**src/rtl/f_position_decoder.sv**
```systemverilog
// f_position_decoder: leading-one position decoder/normalizer; F_POS_DECODER_ZERO_DETECT_EN enables zero-mantissa bypass
module f_position_decoder #(
   parameter int STEP   = 4,
   parameter int MANT_W = 23,
   parameter int EXP_W  = 8
) (
   input  logic              i_clk,
   input  logic              i_rst_n,
   input  logic              i_in_valid,
   output logic              o_in_ready,
   input  logic [4:0]        i_pos,
   input  logic [MANT_W-1:0] i_mant_in,
   input  logic [EXP_W-1:0]  i_exp_in,
   output logic              o_out_valid,
   input  logic              i_out_ready,
   output logic [MANT_W-1:0] o_mant_out,
   output logic [EXP_W-1:0]  o_exp_out,
   output logic [MANT_W-1:0] o_onehot,
   output logic              o_uflow,
   output logic              o_pos_err,
   output logic              o_zero
);
   localparam logic [1:0] S_IDLE = 2'd0, S_SHIFT = 2'd1, S_DONE = 2'd2;
   localparam logic [4:0] MAXP = 5'(MANT_W - 1);
   logic [1:0]        r_state;
   logic [4:0]        r_rem;
   logic [MANT_W-1:0] r_mant, r_onehot;
   logic [EXP_W-1:0]  r_exp;
   logic              r_uflow, r_pos_err, r_zero;
   logic [4:0]        w_eff, w_d;
   logic              w_under, w_zero_in;
   assign w_eff   = (i_pos > MAXP) ? MAXP : i_pos;
   assign w_d     = (r_rem > 5'(STEP)) ? 5'(STEP) : r_rem;
   assign w_under = i_exp_in < EXP_W'(w_eff);
`ifdef F_POS_DECODER_ZERO_DETECT_EN
   assign w_zero_in = (i_mant_in == '0);
`else
   assign w_zero_in = 1'b0;
`endif
   assign o_in_ready  = i_rst_n && r_state == S_IDLE;
   assign o_out_valid = i_rst_n && r_state == S_DONE;
   assign o_mant_out  = r_mant;
   assign o_exp_out   = r_exp;
   assign o_onehot    = r_onehot;
   assign o_uflow     = r_uflow;
   assign o_pos_err   = r_pos_err;
   assign o_zero      = r_zero;
   always_ff @(posedge i_clk) begin
      if (!i_rst_n) begin
         r_state   <= S_IDLE;
         r_rem     <= '0;
         r_mant    <= '0;
         r_exp     <= '0;
         r_onehot  <= '0;
         r_uflow   <= 1'b0;
         r_pos_err <= 1'b0;
         r_zero    <= 1'b0;
      end else begin
         case (r_state)
            S_IDLE: if (i_in_valid) begin
               r_zero    <= w_zero_in;
               r_pos_err <= !w_zero_in && i_pos > MAXP;
               r_onehot  <= w_zero_in ? '0 : MANT_W'(1) << (MAXP - w_eff);
               r_mant    <= i_mant_in;
               r_rem     <= w_zero_in ? 5'd0 : w_eff;
               r_uflow   <= !w_zero_in && w_under;
               r_exp     <= (w_zero_in || w_under) ? '0 : i_exp_in - EXP_W'(w_eff);
               r_state   <= (w_zero_in || w_eff == 5'd0) ? S_DONE : S_SHIFT;
            end
            S_SHIFT: begin
               r_mant  <= r_mant << w_d;
               r_rem   <= r_rem - w_d;
               r_state <= (r_rem == w_d) ? S_DONE : S_SHIFT;
            end
            S_DONE:  if (i_out_ready) r_state <= S_IDLE;
            default: r_state <= S_IDLE;
         endcase
      end
   end
endmodule

```
**config.mk**
```make
export PLATFORM = sky130hd
export DESIGN_NAME = f_position_decoder
export DESIGN_NICKNAME = d
export VERILOG_FILES = /design/src/rtl/f_position_decoder.sv
export SDC_FILE = /design/constraint.sdc
export NUM_CORES = 1
export LEC_CHECK = 0
export ABC_CLOCK_PERIOD_IN_PS = 3060
export CORE_ASPECT_RATIO = 2
export CORE_MARGIN = 1
export CORE_UTILIZATION = 40
export CTS_CLUSTER_DIAMETER = 30
export CTS_CLUSTER_SIZE = 20
export DETAILED_ROUTE_END_ITERATION = 6
export GPL_TIMING_DRIVEN = 0
export PLACE_DENSITY_LB_ADDON = 0.2
export SLEW_MARGIN = 5
export SYNTH_ARGS = -nofsm -noshare
export SYNTH_HDL_FRONTEND = slang
export SYNTH_SLANG_ARGS = --single-unit
export TNS_END_PERCENT = 30
```
**constraint.sdc**
```tcl
create_clock -name i_clk -period 3.06 [get_ports i_clk]
set_input_delay 0.459 -clock i_clk [delete_from_list [all_inputs] [get_ports i_clk]]
set_output_delay 0.459 -clock i_clk [all_outputs]
set_load 0.005 [all_outputs]
```
## After elaboration in Yosys (flattened, before gate mapping)

Cells that the tools add are included.

| cells by class | value |
|---|---|
| $add $sub $neg | 3 |
| order comparisons | 3 |
| equality and inequality tests | 5 |
| shifts and indexed selects | 2 |
| multiplexer cells | 12 |
| reduce and logical (&&, ||, !) cells | 8 |

Operators by type and width:

| kind | count |
|---|---|
| $pmux W23 S2 | 1 |
| $mux W23 | 1 |
| $shl A1 B5 Y23 const A | 1 |
| $shl A23 B5 Y23 | 1 |
| $mux W5 | 3 |
| $pmux W5 S2 | 1 |
| $lt A8 B5 Y1 | 1 |
| $mux W2 | 4 |
| $mux W8 | 1 |
| $sub A8 B5 Y8 | 1 |
| $pmux W2 S3 | 1 |
| $reduce_and A2 Y1 | 3 |
| $eq A5 B5 Y1 | 1 |
| $gt A5 B3 Y1 const B | 1 |
| $gt A5 B5 Y1 const B | 1 |
| $logic_not A5 Y1 | 1 |
| $sub A5 B5 Y5 | 1 |
| $sub A5 B5 Y5 const A | 1 |
| $ne A2 B2 Y1 const B | 2 |
| $eq A2 B1 Y1 const B | 1 |
| $eq A2 B2 Y1 const B | 1 |
| $logic_and A1 B1 Y1 | 2 |
| $logic_not A2 Y1 | 1 |
| $reduce_bool A2 Y1 | 1 |

| word-level totals | value |
|---|---|
| register bits | 63 |
| input port bits | 40 |
| output and inout bits | 59 |
| word-level logic and storage cells | 40 |

## Depth between registers and ports, before layout

| depth | value |
|---|---|
| depth in word-level cells | 6 |
| gate-level depth with buffers | 13 |
| mapped depth without buffers | 11 |

## Worst setup path after synthesis

No wires, ideal clock.

| timing | value |
|---|---|
| path type | input port to flip-flop |
| from | input i_pos[0] |
| to | register r_exp[6], in the netlist o_exp_out[6] |
| setup time | 70 ps |
| arrival | 2,602 ps |
| data required time | 2,990 ps |
| path slack | 388 ps |
| cell stages on the path | 13 |
| path buffers | 2 |
| cells stage by stage | buf_2 > and3_1 > buf_2 > o21ai_0 > and2_1 > ha_1 > inv_1 > fa_1 > a211oi_1 > o21ai_0 > nor3b_1 > a21oi_1 > a21oi_1 |

| on the way | value |
|---|---|
| cells in the longest elaborated chain, start to end | 4 |
| elaborated cells between the ends (all ways) | 5 |
| classes of those cells | add/sub (1); order compare (2); mux (2) |

RTL lines:

| element | RTL line | source |
|---|---|---|
| start, declared | 11 | `input logic [4:0] i_pos,` |
| $gt A5 B5 Y1 | 32 | `assign w_eff = (i_pos > MAXP) ? MAXP : i_pos;` |
| $mux W5 * | 32 |  |
| $sub A8 B5 Y8 or $lt A8 B5 Y1 (tied branches) | 67, 34 |  |
| $mux W8 * | 67 | `r_exp <= (w_zero_in \|\| w_under) ? '0 : i_exp_in - EXP_W'(w_eff);` |
| end signal, assigned | 67 |  |
| end, declared | 28 | `logic [EXP_W-1:0] r_exp;` |

Mark *: on every way between the ends. The rest lies on a longest branch, timed or not.
A chain may end at the register's enable or synchronous reset.

## Worst setup path in the final report

| timing | value |
|---|---|
| from | input i_pos[3] |
| to | register r_exp[7], in the netlist o_exp_out[7] |

The elaborated chain is that of the path after synthesis.

==> results.cfg <==
[critical_path]
start_kind = primary input
cp_top_family = compound AO/OA/AOI/OAI gates
cp.required_ns = 3.29
cp_max_fo = 11
cp_cell_sequence = clkdlybuf4s50_1 > a21oi_1 > ha_1 > nor2b_1 > o2111a_1 > nor4b_1 > xnor2_1 > o21ai_0
critical_path_class = primary input to register
cp_slowest_cell = clkdlybuf4s50_1
slowest_delay_ns = 0.60
worst-path-buf-inv = 1
cp-end-kind = register
cp.arrival_ns = 3.01

[pwr]
p_comb_share_pct = 26.5
power.internal_mw = 2.06
peakVddDrop_mv = 0.334
total_power_mw = 2.98
power_density_mw_per_mm2 = 580
p_sw_share_pct = 30.8
sequentialPowerShare_pct = 33.1
power.switching_mw = 0.919
leakage_nw = 2.05
power.share.clock_pct = 40.4

[yosys]
syn_area_per_cell_um2 = 8.20
synth.distinct_cells = 57
synth_ff_type = dfxtp_1
synth_seq_area_share_pct = 34.1
async_reset_ff_share_pct = 0
ys_ff_latch = 63
synth_edf_count = 0
yosysWarningCount = 0
netlist_area_mm2 = 0.00370
synthCells = 451

[sta]
setup_tns_ns = 0
tightest_slew_ns = 1.14
fmax_mhz = 359
rsz0062_at_grt = false
fin_crit_sh_pct = 90.9
period_needed_ns = 2.78
whs_ns = 0.446
slew_headroom_pct = 24.0
skew_ns = 0.00793
setup_viol = 0
slew_viol_final = 0
hold_viol_final = 0

[run_status]
status = completed

[final_layout]
final_nets = 606
syn_to_final_growth_pct = 39.2
final_cells = 664
diodes = 0
design_area_mm2 = 0.00515
drive_above_1_share_pct = 7.12
regArea_mm2 = 0.00126
layout_commonest_cell = clkdlybuf4s50_1
multi_input_area_mm2 = 0.00224
fillerInstances = 838
final_cell_mix = clkdlybuf4s50_1, dfxtp_1, nand2_1

[die]
die_w_um = 70.0
num_rows = 49
die_h_um = 138
initial_utilization_pct = 41.3
coreArea_mm2 = 0.00895
ioPinCount = 99
fp.dieArea_mm2 = 0.00965

[clock_network]
clk_pin_slew_worst_paths_ns = 0.06
h-tree-depth = 3
post_cts_buffers = 0
numClockSinks = 63
clock_path_buffers = 2
cts_tree = built
holdBufCountCts = 0
clock_latency_ns = 0.34
cts_resized = 0
cts_buffers = 9
ctsRootBufferMaster = clkbuf_16

[route]
routed_wl_mm = 12.6
drtAntennaViolNets = 0
firstDrtPassIters = 5
via_per_inst = 5.97
avgRoutedWirePerCell_um = 18.9
vias = 3965
drt_first_iter_violations = 264
route.detailed.drc = 0

[global_routing]
grt_pass1_wl_mm = 19.5
antenna_found_initial = 0
grt_max_degree = 13
grt_overflow = 0
first_global_vias = 3937
globalRouteTotalUtil_pct = 26.5

[worst_hold_path]
hold_path_class = register to register

[place]
post-place-cells = 649
port_buffers = 95
placed_area_mm2 = 0.00478
hpwl_mm = 9.34
gp_congestion = 0.943

[flow_run]
drv_cap = 0
==> final timing paths <==
path                        startpoint                        end  depth (start not counted)  slack (ns)
max                           i_pos[3]  o_exp_out[7]$_SDFFE_PN0P_                          8        0.28
min          o_onehot[13]$_SDFFE_PN0P_  o_onehot[13]$_SDFFE_PN0P_                          2        0.45
min reg2reg  o_onehot[13]$_SDFFE_PN0P_  o_onehot[13]$_SDFFE_PN0P_                          2        0.45
max reg2reg      r_rem[1]$_SDFFE_PN0P_      r_rem[1]$_SDFFE_PN0P_                          8        0.74
==> power by group through the flow <==
stage | logic (mW) | registers, mW | clock network [mW]
2_1_floorplan | 0.447 | 0.981 | 0
3_3_place_gp | 0.759 | 0.998 | 0
3_5_place_dp | 0.772 | 1.00 | 0
4_1_cts | 0.779 | 0.983 | 1.22
5_1_grt | 0.853 | 0.996 | 1.26
6_report | 0.790 | 0.987 | 1.21
==> state kept, by name, summed over array words and instances, names as in the netlist <==
name / cells
o_onehot: 23
o_pos_err: 1
r_rem: 5
o_uflow: 1
o_exp_out: 8
o_mant_out: 23
r_state: 2
==> kinds of logic (layout without fill, tap and decap cells) <==
family                     Yosys count  count (layout)  share of synthesized area [%]
DFF                                 63              63                           34.1
xor gates and xnor gates             7               7                           1.66
other                                2               3                          0.203
muxes                               29              29                           9.61
and+or+nand+nor                    152             152                           20.6
buffers and inverters               50             160                           5.85
AOI/OAI and AO/OA                  139             139                           24.7
adders and majority gates            9               9                           3.25
==> synth_stat cells, types with 4 or more instances <==
| master | instances | area [um2] |
|---|---|---|
| nand2_1 | 42 | 158 |
| a221oi_1 | 7 | 61.3 |
| xnor2_1 | 5 | 43.8 |
| buf_1 | 5 | 18.8 |
| a21o_1 | 7 | 52.6 |
| clkbuf_1 | 25 | 93.8 |
| a31oi_1 | 4 | 25.0 |
| dfxtp_1 | 63 | 1260 |
| a21oi_1 | 33 | 165 |
| nand4_1 | 6 | 37.5 |
| nor3_1 | 5 | 25.0 |
| mux4_2 | 5 | 113 |
| nand2b_1 | 7 | 43.8 |
| a22o_1 | 10 | 87.6 |
| and2_1 | 7 | 43.8 |
| mux2i_1 | 22 | 220 |
| o21ai_0 | 39 | 195 |
| ha_1 | 8 | 100 |
| buf_2 | 5 | 25.0 |
| nor2b_1 | 19 | 119 |
| nor2_1 | 33 | 124 |
| a21boi_0 | 4 | 30.0 |
| a22oi_1 | 13 | 97.6 |
| and3_1 | 9 | 56.3 |
| nand3_1 | 11 | 55.1 |
| inv_1 | 12 | 45.0 |
==> area by class of cell <==
class,count,share of cell area [%]
clock inverter,7,2.33
multi-input combinational,339,43.6
clock buffer,9,4.38
inverter,12,0.875
sequential,63,24.5
timing repair buffer,95,18.6
buffer,37,3.28
tap,102,2.48
==> stage by stage <==
step / setup slack (ns) / utilization (%)
finish: 0.277 / 57.5
global route: 0.0602 / 57.5
CTS: 0.0264 / 57.3
detailed placement: -0.328 / 53.4
global placement: -0.281 / 53.4
floorplan: 0.388 / -
==> worst min-delay path: cells and delay by family (launching register included) <==
kind | cells | cell delay (ns)
DFF | 1 | 0.31
and+or+nand+nor | 2 | 0.09
==> metal layers <==
layer	part of all wire, %	GRT usage, %
met4	5.8	20.3
met3	6.0	5.74
met2	54	50.9
met5	0	0
met1	34	23.5
Power figures use the tool's default switching activity.
